$ cat config.mk
export PLATFORM = sky130hd
export DESIGN_NAME = sound_cmd_mailbox_flat
export DESIGN_NICKNAME = d
export VERILOG_FILES = /design/src/rtl/sound_cmd_mailbox_pkg.sv /design/src/rtl/sound_cmd_mailbox_if.sv /design/src/rtl/sound_cmd_mailbox_fifo.sv /design/src/rtl/sound_cmd_mailbox.sv /design/src/flat_wrapper.sv
export SDC_FILE = /design/constraint.sdc
export NUM_CORES = 1
export LEC_CHECK = 0
export ABC_AREA = 1
export CORE_ASPECT_RATIO = 0.7
export CORE_MARGIN = 3
export CORE_UTILIZATION = 40
export CTS_CLUSTER_SIZE = 25
export DETAILED_ROUTE_END_ITERATION = 10
export GPL_TIMING_DRIVEN = 0
export PLACE_DENSITY = 0.82
export SLEW_MARGIN = 15
export SYNTH_ARGS = -nofsm -noshare
export SYNTH_HDL_FRONTEND = slang
export SYNTH_SLANG_ARGS = --single-unit
$ cat constraint.sdc
create_clock -name clk100 -period 1.98 [get_ports clk100]
set_clock_uncertainty 0.15 [all_clocks]
set_input_delay 0.396 -clock clk100 [delete_from_list [all_inputs] [get_ports clk100]]
set_output_delay 0.396 -clock clk100 [all_outputs]
set_load 0.1 [all_outputs]
$ cat src/rtl/sound_cmd_mailbox_pkg.sv
// sound_mailbox_pkg -- shared types and constants for the sound command mailbox.
//
// Holds the NMI sequencer state type, the bit positions of the two status
// flags seen by both CPUs, the command byte type, and a helper that packs
// the status word. The command store width does not depend on
// SND_CMD_FIFO_EN, so nothing here is configuration dependent.
package sound_mailbox_pkg;

  typedef enum logic [1:0] {
    IDLE   = 2'd0,
    ASSERT = 2'd1,
    GAP    = 2'd2
  } nmi_state_t;

  localparam int STAT_CMD_PENDING = 1;
  localparam int STAT_RESP_FULL   = 0;

  typedef logic [7:0] cmd_byte_t;

  function automatic logic [1:0] pack_status(input logic cmd_pending,
                                             input logic resp_full);
    logic [1:0] s;
    s                   = 2'b00;
    s[STAT_CMD_PENDING] = cmd_pending;
    s[STAT_RESP_FULL]   = resp_full;
    return s;
  endfunction

endpackage

$ cat src/rtl/sound_cmd_mailbox_if.sv
// sound_cmd_mailbox_if -- bus bundle between the 68k/6502 side and the mailbox.
//
// Signals (all synchronous to clk100):
//   m_wr_stb/m_wdata        68k command write strobe and byte
//   m_rd_stb/m_rdata        68k response read strobe and response byte
//   m_rst_wr_stb/m_rst_val  68k write of the sound-reset register
//   m_status, s_status      {cmd_pending, resp_full} to each side
//   MAIN_IRQ_b              low while a response is waiting for the 68k
//   SNDRST_b, SNDNMI_b      reset and NMI lines into io_sound
//   s_rd_stb/s_rdata        6502 command read strobe and command head byte
//   s_wr_stb/s_wdata        6502 response write strobe and byte
//   cmd_overrun             sticky command-overrun flag
// modport master: the CPU side (drives strobes/data, observes status/lines).
// modport slave:  the mailbox itself.
// Identical in both SND_CMD_FIFO_EN configurations.
interface sound_cmd_mailbox_if;
  import sound_mailbox_pkg::*;

  logic      m_wr_stb;
  cmd_byte_t m_wdata;
  logic      m_rd_stb;
  logic [7:0] m_rdata;
  logic      m_rst_wr_stb;
  logic      m_rst_val;
  logic [1:0] m_status;
  logic      MAIN_IRQ_b;
  logic      SNDRST_b;
  logic      SNDNMI_b;
  logic      s_rd_stb;
  cmd_byte_t s_rdata;
  logic      s_wr_stb;
  logic [7:0] s_wdata;
  logic [1:0] s_status;
  logic      cmd_overrun;

  modport master (
    output m_wr_stb, m_wdata, m_rd_stb, m_rst_wr_stb, m_rst_val,
           s_rd_stb, s_wr_stb, s_wdata,
    input  m_rdata, m_status, MAIN_IRQ_b, SNDRST_b, SNDNMI_b,
           s_rdata, s_status, cmd_overrun
  );

  modport slave (
    input  m_wr_stb, m_wdata, m_rd_stb, m_rst_wr_stb, m_rst_val,
           s_rd_stb, s_wr_stb, s_wdata,
    output m_rdata, m_status, MAIN_IRQ_b, SNDRST_b, SNDNMI_b,
           s_rdata, s_status, cmd_overrun
  );

endinterface

$ cat src/rtl/sound_cmd_mailbox_fifo.sv
// snd_cmd_fifo -- small synchronous FIFO holding 68k command bytes.
//
// Only compiled when SND_CMD_FIFO_EN is defined; the default build uses a
// single command latch inside sound_cmd_mailbox instead.
// Ports:
//   clk, rst_b   clock and synchronous active-low reset (clears storage too)
//   clr          synchronous flush of the pointers (sound reset)
//   push, wdata  enqueue one byte; caller guarantees !full or a same-cycle pop
//   pop          dequeue the head; caller guarantees !empty
//   head         current head byte, valid while !empty
//   full, empty  occupancy flags
`ifdef SND_CMD_FIFO_EN
module snd_cmd_fifo
  import sound_mailbox_pkg::*;
#(
  parameter int DEPTH = 4
) (
  input  logic      clk,
  input  logic      rst_b,
  input  logic      clr,
  input  logic      push,
  input  logic      pop,
  input  cmd_byte_t wdata,
  output cmd_byte_t head,
  output logic      full,
  output logic      empty
);

  localparam int AW = (DEPTH > 1) ? $clog2(DEPTH) : 1;

  cmd_byte_t    mem [0:DEPTH-1];
  logic [AW:0]  wr_ptr;
  logic [AW:0]  rd_ptr;

  // Pointers carry one extra wrap bit so full and empty are distinguishable.
  always_ff @(posedge clk) begin
    if (!rst_b) begin
      for (int i = 0; i < DEPTH; i++) mem[i] <= 8'h00;
      wr_ptr <= '0;
      rd_ptr <= '0;
    end else if (clr) begin
      wr_ptr <= '0;
      rd_ptr <= '0;
    end else begin
      if (push) begin
        mem[wr_ptr[AW-1:0]] <= wdata;
        wr_ptr              <= wr_ptr + 1'b1;
      end
      if (pop) rd_ptr <= rd_ptr + 1'b1;
    end
  end

  assign empty = (wr_ptr == rd_ptr);
  assign full  = (wr_ptr[AW-1:0] == rd_ptr[AW-1:0]) && (wr_ptr[AW] != rd_ptr[AW]);
  assign head  = mem[rd_ptr[AW-1:0]];

endmodule
`endif

$ cat src/rtl/sound_cmd_mailbox.sv
// sound_cmd_mailbox -- command/response mailbox between the 68k and io_sound.
//
// The 68k writes command bytes; each newly delivered command produces one
// low pulse on SNDNMI_b (NMI_WIDTH cycles low, followed by at least NMI_GAP
// cycles high). The 6502 reads the command and writes a response byte,
// which drops MAIN_IRQ_b until the 68k reads it. The block also owns the
// SNDRST_b register; while it is low the command side and NMI sequencer
// are held clear, but a pending response is kept.
// Ports:
//   clk100  100 MHz system clock
//   rst_b   synchronous active-low reset
//   bus     sound_cmd_mailbox_if.slave (strobes, data, status, IRQ/NMI/reset lines)
// Configuration:
//   SND_CMD_FIFO_EN undefined: single command latch; overwriting an unread
//                              command sets cmd_overrun.
//   SND_CMD_FIFO_EN defined:   FIFO_DEPTH-entry command FIFO (snd_cmd_fifo);
//                              writes to a full FIFO are dropped and set
//                              cmd_overrun.
module sound_cmd_mailbox
  import sound_mailbox_pkg::*;
#(
  parameter int NMI_WIDTH  = 32,
  parameter int NMI_GAP    = 16,
  parameter int FIFO_DEPTH = 4
) (
  input  logic                 clk100,
  input  logic                 rst_b,
  sound_cmd_mailbox_if.slave   bus
);

  if ((FIFO_DEPTH < 1) || ((FIFO_DEPTH & (FIFO_DEPTH - 1)) != 0)) begin : g_bad_depth
    $error("FIFO_DEPTH must be a power of 2");
  end

`ifdef SND_CMD_FIFO_EN
  localparam int OWED_MAX = FIFO_DEPTH;
`else
  localparam int OWED_MAX = 1;
`endif
  localparam int OWED_W   = $clog2(OWED_MAX + 1);
  localparam int CNT_TOP  = (NMI_WIDTH > NMI_GAP) ? NMI_WIDTH : NMI_GAP;
  localparam int CNT_W    = (CNT_TOP > 1) ? $clog2(CNT_TOP) : 1;

  localparam logic [OWED_W-1:0] OWED_LIMIT = OWED_W'(OWED_MAX);
  localparam logic [CNT_W-1:0]  WIDTH_LAST = CNT_W'(NMI_WIDTH - 1);
  localparam logic [CNT_W-1:0]  GAP_LAST   = CNT_W'(NMI_GAP - 1);

  logic        snd_run;      // SNDRST_b register: 1 = io_sound released
  logic        cmd_pending;
  cmd_byte_t   cmd_head;
  logic        overrun_q;
  logic        load_owes;    // a command became visible that deserves its own NMI

  cmd_byte_t   resp_q;
  logic        resp_full;
  logic        irq_b;

  nmi_state_t       state;
  logic [CNT_W-1:0] cnt;
  logic             nmi_b;
  logic [OWED_W-1:0] owed_q;
  logic             start_pulse;

  logic        s_wr_ok;

  // ---- Sound reset register ----
  always_ff @(posedge clk100) begin
    if (!rst_b) begin
      snd_run <= 1'b0;
    end else if (bus.m_rst_wr_stb) begin
      snd_run <= bus.m_rst_val;
    end
  end

  // ---- Response path ----
  // 6502 strobes are ignored while io_sound is held in reset, but the 68k
  // may still collect a response written before the reset.
  assign s_wr_ok = bus.s_wr_stb & snd_run;

  always_ff @(posedge clk100) begin
    if (!rst_b) begin
      resp_q    <= 8'h00;
      resp_full <= 1'b0;
      irq_b     <= 1'b1;
    end else if (s_wr_ok) begin
      // A write wins over a same-cycle read so the new byte is not lost.
      resp_q    <= bus.s_wdata;
      resp_full <= 1'b1;
      irq_b     <= 1'b0;
    end else if (bus.m_rd_stb) begin
      resp_full <= 1'b0;
      irq_b     <= 1'b1;
    end
  end

  // ---- Command store ----
`ifdef SND_CMD_FIFO_EN
  logic f_push;
  logic f_pop;
  logic f_full;
  logic f_empty;

  assign f_pop  = bus.s_rd_stb & snd_run & ~f_empty;
  // A pop in the same cycle frees the slot, so a full FIFO still accepts it.
  assign f_push = bus.m_wr_stb & snd_run & (~f_full | f_pop);

  snd_cmd_fifo #(
    .DEPTH (FIFO_DEPTH)
  ) u_fifo (
    .clk   (clk100),
    .rst_b (rst_b),
    .clr   (~snd_run),
    .push  (f_push),
    .pop   (f_pop),
    .wdata (bus.m_wdata),
    .head  (cmd_head),
    .full  (f_full),
    .empty (f_empty)
  );

  always_ff @(posedge clk100) begin
    if (!rst_b || !snd_run) begin
      overrun_q <= 1'b0;
    end else if (bus.m_wr_stb && f_full && !f_pop) begin
      overrun_q <= 1'b1;
    end
  end

  assign cmd_pending = ~f_empty;
  assign load_owes   = f_push;
`else
  cmd_byte_t cmd_q;
  logic      pending_q;
  logic      m_wr_ok;
  logic      s_rd_ok;

  assign m_wr_ok = bus.m_wr_stb & snd_run;
  assign s_rd_ok = bus.s_rd_stb & snd_run & pending_q;

  always_ff @(posedge clk100) begin
    if (!rst_b || !snd_run) begin
      cmd_q     <= 8'h00;
      pending_q <= 1'b0;
      overrun_q <= 1'b0;
    end else if (m_wr_ok) begin
      // Same-cycle read consumes the old byte, so only an unread overwrite
      // is an overrun.
      cmd_q     <= bus.m_wdata;
      pending_q <= 1'b1;
      if (pending_q && !s_rd_ok) overrun_q <= 1'b1;
    end else if (s_rd_ok) begin
      pending_q <= 1'b0;
    end
  end

  assign cmd_pending = pending_q;
  assign cmd_head    = cmd_q;
  // Overwriting an unread command reuses the NMI already issued (or owed)
  // for it; only a command landing in an empty or just-read latch owes a pulse.
  assign load_owes   = m_wr_ok & (~pending_q | s_rd_ok);
`endif

  // ---- NMI sequencer ----
  assign start_pulse = (state == IDLE) && (owed_q != '0);

  always_ff @(posedge clk100) begin
    if (!rst_b || !snd_run) begin
      state  <= IDLE;
      cnt    <= '0;
      nmi_b  <= 1'b1;
      owed_q <= '0;
    end else begin
      // Owed-pulse count: +1 per deliverable command, -1 per pulse started.
      case ({load_owes, start_pulse})
        2'b10:   if (owed_q != OWED_LIMIT) owed_q <= owed_q + 1'b1;
        2'b01:   owed_q <= owed_q - 1'b1;
        default: owed_q <= owed_q;
      endcase

      case (state)
        IDLE: begin
          if (start_pulse) begin
            state <= ASSERT;
            nmi_b <= 1'b0;
            cnt   <= '0;
          end
        end
        ASSERT: begin
          if (cnt == WIDTH_LAST) begin
            state <= GAP;
            nmi_b <= 1'b1;
            cnt   <= '0;
          end else begin
            cnt <= cnt + 1'b1;
          end
        end
        GAP: begin
          if (cnt == GAP_LAST) begin
            state <= IDLE;
            cnt   <= '0;
          end else begin
            cnt <= cnt + 1'b1;
          end
        end
        default: begin
          state <= IDLE;
          nmi_b <= 1'b1;
          cnt   <= '0;
        end
      endcase
    end
  end

  // ---- Outputs ----
  assign bus.m_rdata     = resp_q;
  assign bus.MAIN_IRQ_b  = irq_b;
  assign bus.SNDRST_b    = snd_run;
  assign bus.SNDNMI_b    = nmi_b;
  assign bus.s_rdata     = cmd_head;
  assign bus.m_status    = pack_status(cmd_pending, resp_full);
  assign bus.s_status    = pack_status(cmd_pending, resp_full);
  assign bus.cmd_overrun = overrun_q;

endmodule
$ cat src/flat_wrapper.sv
// flat-port wrapper written by rule: the top's interface ports become plain ports
module sound_cmd_mailbox_flat import sound_mailbox_pkg::*;
#(
  parameter int NMI_WIDTH  = 32,
  parameter int NMI_GAP    = 16,
  parameter int FIFO_DEPTH = 4
)
  (clk100, rst_b, bus_m_wr_stb, bus_m_wdata, bus_m_rd_stb, bus_m_rst_wr_stb, bus_m_rst_val, bus_s_rd_stb, bus_s_wr_stb, bus_s_wdata, bus_m_rdata, bus_m_status, bus_MAIN_IRQ_b, bus_SNDRST_b, bus_SNDNMI_b, bus_s_rdata, bus_s_status, bus_cmd_overrun);
  sound_cmd_mailbox_if bus_i ();
  input  logic clk100;
  input  logic rst_b;
  input wire logic [$bits(bus_i.m_wr_stb)-1:0] bus_m_wr_stb;
  input wire logic [$bits(bus_i.m_wdata)-1:0] bus_m_wdata;
  input wire logic [$bits(bus_i.m_rd_stb)-1:0] bus_m_rd_stb;
  input wire logic [$bits(bus_i.m_rst_wr_stb)-1:0] bus_m_rst_wr_stb;
  input wire logic [$bits(bus_i.m_rst_val)-1:0] bus_m_rst_val;
  input wire logic [$bits(bus_i.s_rd_stb)-1:0] bus_s_rd_stb;
  input wire logic [$bits(bus_i.s_wr_stb)-1:0] bus_s_wr_stb;
  input wire logic [$bits(bus_i.s_wdata)-1:0] bus_s_wdata;
  output wire logic [$bits(bus_i.m_rdata)-1:0] bus_m_rdata;
  output wire logic [$bits(bus_i.m_status)-1:0] bus_m_status;
  output wire logic [$bits(bus_i.MAIN_IRQ_b)-1:0] bus_MAIN_IRQ_b;
  output wire logic [$bits(bus_i.SNDRST_b)-1:0] bus_SNDRST_b;
  output wire logic [$bits(bus_i.SNDNMI_b)-1:0] bus_SNDNMI_b;
  output wire logic [$bits(bus_i.s_rdata)-1:0] bus_s_rdata;
  output wire logic [$bits(bus_i.s_status)-1:0] bus_s_status;
  output wire logic [$bits(bus_i.cmd_overrun)-1:0] bus_cmd_overrun;
  assign bus_i.m_wr_stb = bus_m_wr_stb;
  assign bus_i.m_wdata = bus_m_wdata;
  assign bus_i.m_rd_stb = bus_m_rd_stb;
  assign bus_i.m_rst_wr_stb = bus_m_rst_wr_stb;
  assign bus_i.m_rst_val = bus_m_rst_val;
  assign bus_i.s_rd_stb = bus_s_rd_stb;
  assign bus_i.s_wr_stb = bus_s_wr_stb;
  assign bus_i.s_wdata = bus_s_wdata;
  assign bus_m_rdata = bus_i.m_rdata;
  assign bus_m_status = bus_i.m_status;
  assign bus_MAIN_IRQ_b = bus_i.MAIN_IRQ_b;
  assign bus_SNDRST_b = bus_i.SNDRST_b;
  assign bus_SNDNMI_b = bus_i.SNDNMI_b;
  assign bus_s_rdata = bus_i.s_rdata;
  assign bus_s_status = bus_i.s_status;
  assign bus_cmd_overrun = bus_i.cmd_overrun;
  sound_cmd_mailbox #(.NMI_WIDTH(NMI_WIDTH), .NMI_GAP(NMI_GAP), .FIFO_DEPTH(FIFO_DEPTH)) u_core (.clk100(clk100), .rst_b(rst_b), .bus(bus_i));
endmodule
==> results.yml <==
logic_synthesis:
  synth_cell_type_count: 28
  syn_avg_cell_area_um2: 8.035
  yosysTopAreaCellShare: 0.4320
  synth-seq-cells: 30
  ys_top_cells_by_count: "nor2_1, dfxtp_1, nand2_1"
  synth_top_family_by_area: "simple AND/OR/NAND/NOR gates"
  syn_area_mm2: 0.001390
  syn_nets: 206
  synth_seq_area_share: 0.4320
  yosys_warnings: 0
  ys.flop_type: "dfxtp_1"
  synthTopCellsByArea: "dfxtp_1, nor2_1, ha_1, nand2_1, o21ai_2"
  synthAdderAreaFrac: 0.08101
  synthXorXnorAreaFrac: 0
  synth_compound_area_frac: 0.1512
  synth_mux_area_frac: 0
  syn_inst: 173
  synth_area_leader_cell: "dfxtp_1"
  synth_edf_count: 0
  yosys.cell_count.top_type: "nor2_1"
  ys_async_sr_fraction: 0
  synthSimpleGateAreaFrac: 0.2385
worst_setup_path:
  reg2reg_slack_ns: 0.20
  path_class: "reg -> out"
  reg2reg_from: "u_core.cnt[0]"
  max_stage_delay_ns: 0.54
  path_buf_inv: 2
  path_cells: "buf_4 > clkdlybuf4s15_2"
  cp.arrival_ns: 1.33
  startpoint_type: "flip-flop"
  reg2reg_depth: 11
  end_kind: "primary output"
  startpoint: "u_core.cmd_pending"
  cp_max_fo: 4
  crit_required_ns: 1.43
  r2r-end: "u_core.state[1]"
  crit_slowest_cell: "clkdlybuf4s15_2"
  critPathTopFamily: "buffers and inverters"
final_layout:
  drive_gt1_frac: 0.2907
  fin_area_mm2: 0.002034
  fin_cells: 274
  n_fill_cell: 300
  fin_nets: 259
  syn_to_final_growth_pct: 46.35
  num_antenna_cells: 0
  fin_util: 0.6293
sta:
  setup_viol: 0
  fin_crit_ns: 1.873
  slew_viol_final: 0
  period_share: 0.9462
  max_freq_mhz: 533.8
  hold_viol: 0
  rsz0062_at_grt: "no"
  tightest_slew_ns: 0.5606
  holdWs_ns: 0.3126
  slew_headroom: 0.6280
worst_hold_path:
  hold_end: "u_core.bus.s_rdata[0]"
  hold_path_depth: 3
  hold_start: "bus_m_wr_stb"
  hold_path_class: "in -> reg"
detailed_routing:
  num_vias: 1224
  firstDrtPassIters: 4
  ant_nets: 0
  drc: 0
  viasPerCell: 4.467
  drt-initial-drc-count: 79
  post_drt_wl_per_cell_um: 10.88
  wl_um: 2982
grt:
  antenna_found_initial: 0
  gr-usage-met2: 0.2290
  gr-usage-met1: 0.1834
  grt_overflow: 0
  busiest_layer: "met2"
  use_met3: 0.08306
  grt_max_degree: 11
  grt_pass1_vias: 1158
  grtUsageTotal: 0.1492
  grt_pass1_wl_um: 5078
clock_network:
  cts_setup_buffers: 0
  ctsLongestPathBuffers: 2
  clk_pin_slew_ns: 0.06
  clockRootBuffer: "clkbuf_8"
  htreeDepth: 2
  clock_sink_count: 30
  cts_buffers: 5
  clock_latency_ns: 0.28
  cts_tree: "built"
floorplan:
  start_util: 0.4300
  fp.dieArea_mm2: 0.004230
  row_count: 17
  coreArea_mm2: 0.003233
  io-pin-count: 48
  die_y_um: 55.32
  die_w_um: 76.46
power_and_ir_drop:
  vdd_drop_max_mv: 0.3901
  power.density_mw_per_mm2: 699.5
  power_leakage_nw: 0.8027
place:
  numPlacedInstances: 266
  gp_congestion: 0.7850
  hpwlAfterDp_um: 2252
  placed_cell_area_mm2: 0.001911
  io_buffer_count: 46
flow_run:
  maxCapViolations: 0
status:
  status: "finished, final reports clean"
-- how the worst max path moves through the flow --
stage,end,cells past startpoint
3_3_place_gp,bus_s_status[1],2
3_5_place_dp,bus_s_status[1],2
6_report,bus_s_status[1],2
2_1_floorplan,u_core.owed_q,5
5_1_grt,u_core.state[1],11
4_1_cts,bus_s_status[1],2
-- placed cells by master, fill, tap and decap left out, drive strengths merged --
cell type	Yosys	final
nor2	41	41
dfxtp	30	30
nand2	29	29
clkdlybuf4s15	0	24
clkdlybuf4s50	0	22
o21ai	21	21
inv	16	16
ha	9	9
buf	8	8
a21oi	7	7
clkbuf	0	7
clkinv	2	3
nand3	2	2
a31oi	1	1
a21boi	1	1
nand4	1	1
nor3	1	1
o21a	1	1
nand3b	1	1
o211ai	1	1
a211oi	1	1
-- metrics by stage --
stage,total power [mW],setup WS [ns],TNS (ns)
after floorplan,0.8515,0.2298,0
after global placement,0.9438,-0.1647,-1.150
after detailed placement,0.9463,-0.1770,-1.164
after CTS,1.436,0.09228,0
after global routing,1.478,0.002823,0
final,1.423,0.1065,0
-- cells by family after synthesis --
logic type | count (synthesis)
AND/OR/NAND/NOR | 75
AO/OA/AOI/OAI | 33
flip-flops | 30
buffers and inverters | 26
adder cells (fa/ha/maj) | 9
-- layout make-up --
| type | count | area [um^2] | area share |
|---|---|---|---|
| multi-input cells | 117 | 656.9 | 0.3229 |
| clock buffers | 7 | 86.33 | 0.04244 |
| clock inverters | 1 | 5.005 | 0.002460 |
| flip-flops and latches | 30 | 601.8 | 0.2958 |
| well taps | 47 | 58.81 | 0.02891 |
| plain buffers | 8 | 66.31 | 0.03260 |
| repair buffers | 46 | 490.5 | 0.2411 |
| inverters | 18 | 68.82 | 0.03383 |
-- power by group --
| part | switching [mW] | internal [mW] |
|---|---|---|
| clock | 0.216 | 0.280 |
| combinational | 0.200 | 0.0909 |
| sequential | 0.0130 | 0.623 |
-- flip-flops by register name (all words and copies together) (netlist names) --
| signal | flops |
|---|---|
| u_core.bus.m_rdata | 8 |
| u_core.bus.s_rdata | 8 |
| u_core.cnt | 5 |
| u_core.state | 2 |
| u_core.bus.MAIN_IRQ_b | 1 |
| u_core.bus.SNDNMI_b | 1 |
| u_core.bus.SNDRST_b | 1 |
| u_core.bus.cmd_overrun | 1 |
| u_core.cmd_pending | 1 |
| u_core.owed_q | 1 |
| u_core.resp_full | 1 |
-- layer usage --
metal	wire, um	vias to the layer above	part of all wire
li1	-	652	-
met1	1411	537	0.47
met2	1338	32	0.45
met3	220	3	0.074
met4	12	0	0.0040
met5	0	-	0
-- tightest hold or removal path, stage by stage --
cell and delay, ns:
buf_4 0.18, o21ai_2 0.07, nor2_2 0.06
-- repair_timing --
action	in CTS	in global routing
hold buffers	0	0
gates resized for setup	72	1
hold endpoints to repair	0	0
gates cloned	0	0
endpoints found under the setup margin	24	5
Power figures use the tool's default switching activity.
